**config.mk**
```make
export PLATFORM = sky130hd
export DESIGN_NAME = baccarat_fsm
export DESIGN_NICKNAME = d
export VERILOG_FILES = /design/src/rtl/baccarat_pkg.sv /design/src/rtl/baccarat_fsm_banker_draw_rule.sv /design/src/rtl/baccarat_fsm.sv
export SDC_FILE = /design/constraint.sdc
export NUM_CORES = 1
export LEC_CHECK = 0
export ABC_AREA = 1
export CAP_MARGIN = 30
export CELL_PAD_IN_SITES_DETAIL_PLACEMENT = 1
export CELL_PAD_IN_SITES_GLOBAL_PLACEMENT = 2
export CORE_ASPECT_RATIO = 0.9
export CORE_UTILIZATION = 19
export DETAILED_ROUTE_END_ITERATION = 12
export HOLD_SLACK_MARGIN = 0.02
export MAX_ROUTING_LAYER = met4
export PLACE_DENSITY = 0.81
export SLEW_MARGIN = 10
export SYNTH_ARGS = -nofsm -noshare
export SYNTH_HDL_FRONTEND = slang
export SYNTH_HIERARCHICAL = 1
export SYNTH_SLANG_ARGS = --single-unit
export TNS_END_PERCENT = 10
```
**constraint.sdc**
```tcl
create_clock -name slow_clock -period 1.83 [get_ports slow_clock]
set_input_delay 0.4575 -clock slow_clock [delete_from_list [all_inputs] [get_ports slow_clock]]
set_output_delay 0.4575 -clock slow_clock [all_outputs]
set_load 0.02 [all_outputs]
```
**src/rtl/baccarat_pkg.sv**
```systemverilog
// Shared types and rule constants for the baccarat controller and datapath.
// Optional build macro used by baccarat_fsm: ROUND_TALLY_EN.
package baccarat_pkg;

    typedef enum logic [3:0] {
        IDLE = 4'd0,
        P1   = 4'd1,
        D1   = 4'd2,
        P2   = 4'd3,
        D2   = 4'd4,
        CHK  = 4'd5,
        P3   = 4'd6,
        BCHK = 4'd7,
        D3   = 4'd8,
        DONE = 4'd9
    } state_t;

    localparam logic [3:0] NATURAL_MIN      = 4'd8;
    localparam logic [3:0] PLAYER_STAND_MIN = 4'd6;

    // Ten and the face cards (and the unused codes 0, 14, 15) score zero.
    function automatic logic [3:0] card_value(input logic [3:0] card);
        if (card >= 4'd1 && card <= 4'd9)
            return card;
        else
            return 4'd0;
    endfunction

endpackage

```
**src/rtl/baccarat_fsm_banker_draw_rule.sv**
```systemverilog
// Banker third-card rule: decides whether the banker draws, given the
// banker's score and the game value of the player's third card.
import baccarat_pkg::*;

module banker_draw_rule (
    input  logic [3:0] dscore,
    input  logic [3:0] pcard3_value,
    output logic       draw
);

    always_comb begin
        draw = 1'b0;
        case (dscore)
            4'd0, 4'd1, 4'd2: draw = 1'b1;
            4'd3:             draw = (pcard3_value != 4'd8);
            4'd4:             draw = (pcard3_value >= 4'd2) && (pcard3_value <= 4'd7);
            4'd5:             draw = (pcard3_value >= 4'd4) && (pcard3_value <= 4'd7);
            4'd6:             draw = (pcard3_value >= 4'd6) && (pcard3_value <= 4'd7);
            default:          draw = 1'b0;
        endcase
    end

endmodule

```
**src/rtl/baccarat_fsm.sv**
```systemverilog
// Moore sequencing controller for the baccarat datapath, one card per slow_clock.
// Optional build macro ROUND_TALLY_EN adds saturating win/loss/tie tallies.
import baccarat_pkg::*;

module baccarat_fsm (
    input  logic       slow_clock,
    input  logic       resetb,
    input  logic [3:0] pscore,
    input  logic [3:0] dscore,
    input  logic [3:0] pcard3,
`ifdef ROUND_TALLY_EN
    input  logic       tally_clr,
    output logic [7:0] player_wins,
    output logic [7:0] dealer_wins,
    output logic [7:0] ties,
`endif
    output logic       load_pcard1,
    output logic       load_pcard2,
    output logic       load_pcard3,
    output logic       load_dcard1,
    output logic       load_dcard2,
    output logic       load_dcard3,
    output logic       player_win_light,
    output logic       dealer_win_light
);

    state_t state;
    state_t next_state;
    logic   banker_draws;

    banker_draw_rule u_banker_draw_rule (
        .dscore       (dscore),
        .pcard3_value (card_value(pcard3)),
        .draw         (banker_draws)
    );

    always_ff @(posedge slow_clock) begin
        if (resetb)
            state <= IDLE;
        else
            state <= next_state;
    end

    always_comb begin
        next_state = IDLE;
        case (state)
            IDLE: next_state = P1;
            P1:   next_state = D1;
            D1:   next_state = P2;
            P2:   next_state = D2;
            D2:   next_state = CHK;
            CHK: begin
                if (pscore >= NATURAL_MIN || dscore >= NATURAL_MIN)
                    next_state = DONE;
                else if (pscore < PLAYER_STAND_MIN)
                    next_state = P3;
                else if (dscore < PLAYER_STAND_MIN)
                    next_state = D3;
                else
                    next_state = DONE;
            end
            P3:   next_state = BCHK;
            BCHK: next_state = banker_draws ? D3 : DONE;
            D3:   next_state = DONE;
            DONE: next_state = DONE;
            default: next_state = IDLE;
        endcase
    end

    // Strobes decode purely from state; lights only look at the scores in DONE.
    always_comb begin
        load_pcard1      = (state == P1);
        load_dcard1      = (state == D1);
        load_pcard2      = (state == P2);
        load_dcard2      = (state == D2);
        load_pcard3      = (state == P3);
        load_dcard3      = (state == D3);
        player_win_light = (state == DONE) && (pscore >= dscore);
        dealer_win_light = (state == DONE) && (dscore >= pscore);
    end

`ifdef ROUND_TALLY_EN
    logic in_done_q;

    always_ff @(posedge slow_clock) begin
        if (resetb)
            in_done_q <= 1'b0;
        else
            in_done_q <= (state == DONE);
    end

    // Count on the first DONE cycle, once the final card has reached the scores.
    always_ff @(posedge slow_clock) begin
        if (tally_clr) begin
            player_wins <= 8'd0;
            dealer_wins <= 8'd0;
            ties        <= 8'd0;
        end else if (state == DONE && !in_done_q) begin
            if (player_win_light && dealer_win_light) begin
                if (ties != 8'hFF) ties <= ties + 8'd1;
            end else if (player_win_light) begin
                if (player_wins != 8'hFF) player_wins <= player_wins + 8'd1;
            end else if (dealer_win_light) begin
                if (dealer_wins != 8'hFF) dealer_wins <= dealer_wins + 8'd1;
            end
        end
    end
`endif

endmodule

```
# Word level (Yosys, flattened, before mapping)
# Cells that the tools add are included.
# totals
ff_bits,4
inputBits,14
wordCells,47
# classes
muxes,7
n_eq_ne,16
reduce_logical,11
magnitude_cmp,12
# op_table
cell,count
$pmux 4 s9,1
$eq 4x3->1 const B,7
$eq 4x2->1 const B,4
$mux 4,3
$eq 4x1->1 const B,2
$eq 4x4->1 const B,2
$ge 4x3->1 const B,2
$ge 4x4->1,2
$ge 4x4->1 const B,2
$logic_not 4->1,2
$lt 4x3->1 const B,2
$logic_and 1x1->1,6
$pmux 1 s5,1
$ge 4x1->1 const B,1
$ge 4x2->1 const B,1
$le 4x3->1 const B,1
$le 4x4->1 const B,1
$ne 4x4->1 const B,1
$reduce_or 3->1,1
$mux 1,2
$reduce_or 2->1,1
$logic_or 1x1->1,1

# Logic depth before layout (Yosys ltp)
# logic_depth
ltp_word,8
depth_mapped,11
depth_no_buf,11

# Hierarchy
# Netlist, hierarchy kept.
# modules_own_cells
module,cells_each,seq_area_each_um2,instances,area_each_um2
baccarat_fsm,79,80.1,1,447.9
banker_draw_rule,16,0.0,1,70.1

# Least setup slack after synthesis
# No wires, ideal clock.
# synth_timing
path_kind,input port to output port
startpoint,in pscore[1]
endpoint,out player_win_light
t_arrival_ns,1.443
cell_stages,7
path_slack_ns,-0.071
path_cell_list,inv_1 -> ha_1 -> inv_1 -> nor2_1 -> o21ai_0 -> nand2_1 -> a21oi_1
# synth_between
elab_chain_cells,2
# synth_lines
item,line,text
start: declaration,baccarat_fsm.sv:8,"input logic [3:0] pscore,"
$ge 4x4->1,baccarat_fsm.sv:78,player_win_light = (state == DONE) && (pscore >= dscore);
$logic_and 1x1->1,baccarat_fsm.sv:78,
end: declaration,baccarat_fsm.sv:23,"output logic player_win_light,"
# No other way between the ends.

# Final worst setup path
# layout_timing
startpoint,in pscore[0]
endpoint,out player_win_light
# The elaborated chain is that of the path after synthesis.

==> flow_summary.json <==
{
  "status": "finished with violations",
  "violations": "DRC",
  "hpwl_microns": 1280,
  "wire_per_inst_microns": 9.92,
  "antenna_found_initial": 0,
  "cts_setup_buffers": 0,
  "synth_nets": 113,
  "path_cells": "dlygate4sd2_1 -> ha_4 -> nand3_2 -> a21oi_2 -> buf_4",
  "cts_root_buf": "clkbuf_4",
  "slowest_delay_ns": 0.26,
  "dieArea_sq_mm": 0.00294,
  "grt.overflow.total": 0,
  "num_io_pins": 22,
  "maxSlewHeadroom": 0.844,
  "largest_register": "state",
  "endpoint": "player_win_light",
  "firstDrtPassIters": 8,
  "layout-drive-gt1-share": 0.352,
  "async_flop_share": 0,
  "power_density_mw_per_mm2": 436,
  "required_ns": 1.37,
  "grt_pass1_vias": 671,
  "drtAntennaViolNets": 0,
  "cp-start-kind": "input pin",
  "die_w_microns": 57.0,
  "start_util": 0.206,
  "cp_max_fo": 2,
  "gp_congestion": 0.747,
  "critical_path_class": "input pin to output port",
  "drv_slew": 0,
  "cts_sinks": 4,
  "seq_area_frac_synth": 0.155,
  "synth_flop_cell": "dfxtp_1",
  "arrival_ns": 1.36,
  "total_power_mw": 0.390,
  "hold_path_class": "input pin to register",
  "cts_buffers": 3,
  "grt_first_pass_wirelength_microns": 2570,
  "grt_setup_unrepaired": "yes",
  "rrSetupSlack_ns": 0.73,
  "clock_latency_ns": 0.23,
  "setup_viol_count_final": 0,
  "ys_warn_count": 6,
  "period_share": 0.994,
  "grt_max_degree": 6,
  "setup_tns_ns": 0,
  "core_area_sq_mm": 0.00251,
  "cts_max_level": 1,
  "path_clk_slew_ns": 0.04,
  "vias_per_cell": 4.33,
  "crit_start": "pscore[0]",
  "n_fill_cell": 339,
  "ys_ff_latch": 4,
  "skew_ns": 0.00128,
  "syn_area_per_cell_sq_um": 5.45,
  "top_regs": "state (4)",
  "r2r_start": "state[3]",
  "crit_path_end_kind": "output port",
  "mostFrequentLayoutCells": "inv_1 (19), nand2_1 (19), nor2_1 (13), dlygate4sd2_1 (7), buf_4 (7)",
  "leakage_nw": 0.509,
  "post_dp_cell_area_sq_um": 812,
  "die_h_microns": 51.5,
  "tightest_slew_ns": 0.232,
  "area_delta_synth_final_pct": 72.7,
  "grt_usage": 0.113,
  "final_area_sq_um": 895,
  "num_vias": 662,
  "port_buffers": 21,
  "drtIter0Drc": 13,
  "nNetsFinal": 145,
  "cts_max_path_buffers": 2,
  "reg2regPathDepth": 6,
  "hold_viol": 0,
  "diodes": 0,
  "synth_edf_count": 0,
  "drc": 4,
  "cts_tree": "yes",
  "synthDistinctLibCells": 18,
  "wirelength_microns": 1520,
  "netlist_area_sq_um": 518,
  "vdd_drop_max_mv": 0.125,
  "fin_crit_ns": 1.82,
  "rows": 17,
  "syn_inst": 95,
  "max_cap_viol_count": 0,
  "r2r_end": "state[0]",
  "cp_slowest_cell": "dlygate4sd2_1",
  "largest_register_ffs": 4,
  "fmax_ghz": 0.550
}
==> repair_timing <==
| item | CTS | global route |
|---|---|---|
| gates resized for setup | 44 | 25 |
| setup endpoints to repair | 8 | 3 |
| pin swaps | 6 | 9 |
| hold buffers | 0 | 0 |
==> report_power, final <==
part	switching, mW	internal (mW)	total, mW
sequential	0.00612	0.0942	0.100
clock	0.0342	0.0732	0.107
combinational	0.0971	0.0850	0.182
total	0.137	0.252	0.390
==> synthesized netlist by cell type (2+ instances only) <==
master | instances | area share
nand2_2 | 2 | 0.024
nand3_1 | 7 | 0.068
dfxtp_1 | 4 | 0.15
inv_2 | 2 | 0.014
nand2_1 | 20 | 0.14
ha_1 | 4 | 0.097
nor2_1 | 15 | 0.11
a21oi_1 | 7 | 0.068
inv_1 | 24 | 0.17
o21ai_0 | 2 | 0.019
==> worst max-delay path, delay by kind of cell <==
| kind | cells | cell delay [ns] |
|---|---|---|
| buffers and inverters | 2 | 0.40 |
| AO/OA/AOI/OAI | 1 | 0.14 |
| adder cells (fa/ha/maj) | 1 | 0.26 |
| AND/OR/NAND/NOR | 1 | 0.10 |
==> stage by stage <==
step | cells | setup slack (ns) | utilization | hold WS (ns)
after floorplan | 95 | 0.0131 | - | 0.527
after global placement | 150 | -0.968 | 0.324 | 0.685
after detailed placement | 150 | -1.02 | 0.324 | 0.695
after CTS | 153 | -0.164 | 0.347 | 0.698
after global routing | 153 | -0.0386 | 0.356 | 0.666
final | 153 | 0.0104 | 0.356 | 0.647
==> cell type report <==
class | instances | area (sq um) | area share
multi-input combinational | 65 | 419 | 0.469
timing repair buffer | 27 | 238 | 0.266
inverter | 26 | 100 | 0.112
sequential | 4 | 80.1 | 0.0895
tap | 28 | 35.0 | 0.0392
clock buffer | 3 | 22.5 | 0.0252
==> layer usage <==
metal / GRT usage / share of wire / up-vias
met3: 0.00746 / 0.040 / 2
met1: 0.120 / 0.42 / 291
met4: 0.0407 / 0.014 / 0
met2: 0.224 / 0.53 / 19
li1: - / - / 350
met5: - / 0 / -
==> how the worst min path moves through the flow <==
stage | from | end | cells after the start
finish | pscore[3] | state[3] | 5
global route | pscore[3] | state[3] | 5
CTS | state[0] | state[2] | 4
detailed placement | state[0] | state[2] | 4
global placement | state[0] | state[2] | 4
floorplan | resetb | state[0] | 1
==> cells by family (layout without fill, tap and decap cells) <==
family,Yosys count,in the layout,share of synthesized area
AND/OR/NAND/NOR,50,50,0.442
adder cells (fa/ha/maj),4,4,0.0966
AO/OA/AOI/OAI,11,11,0.118
buffers and inverters,26,56,0.188
flip-flops,4,4,0.155
(Power assumes the default switching activity.)
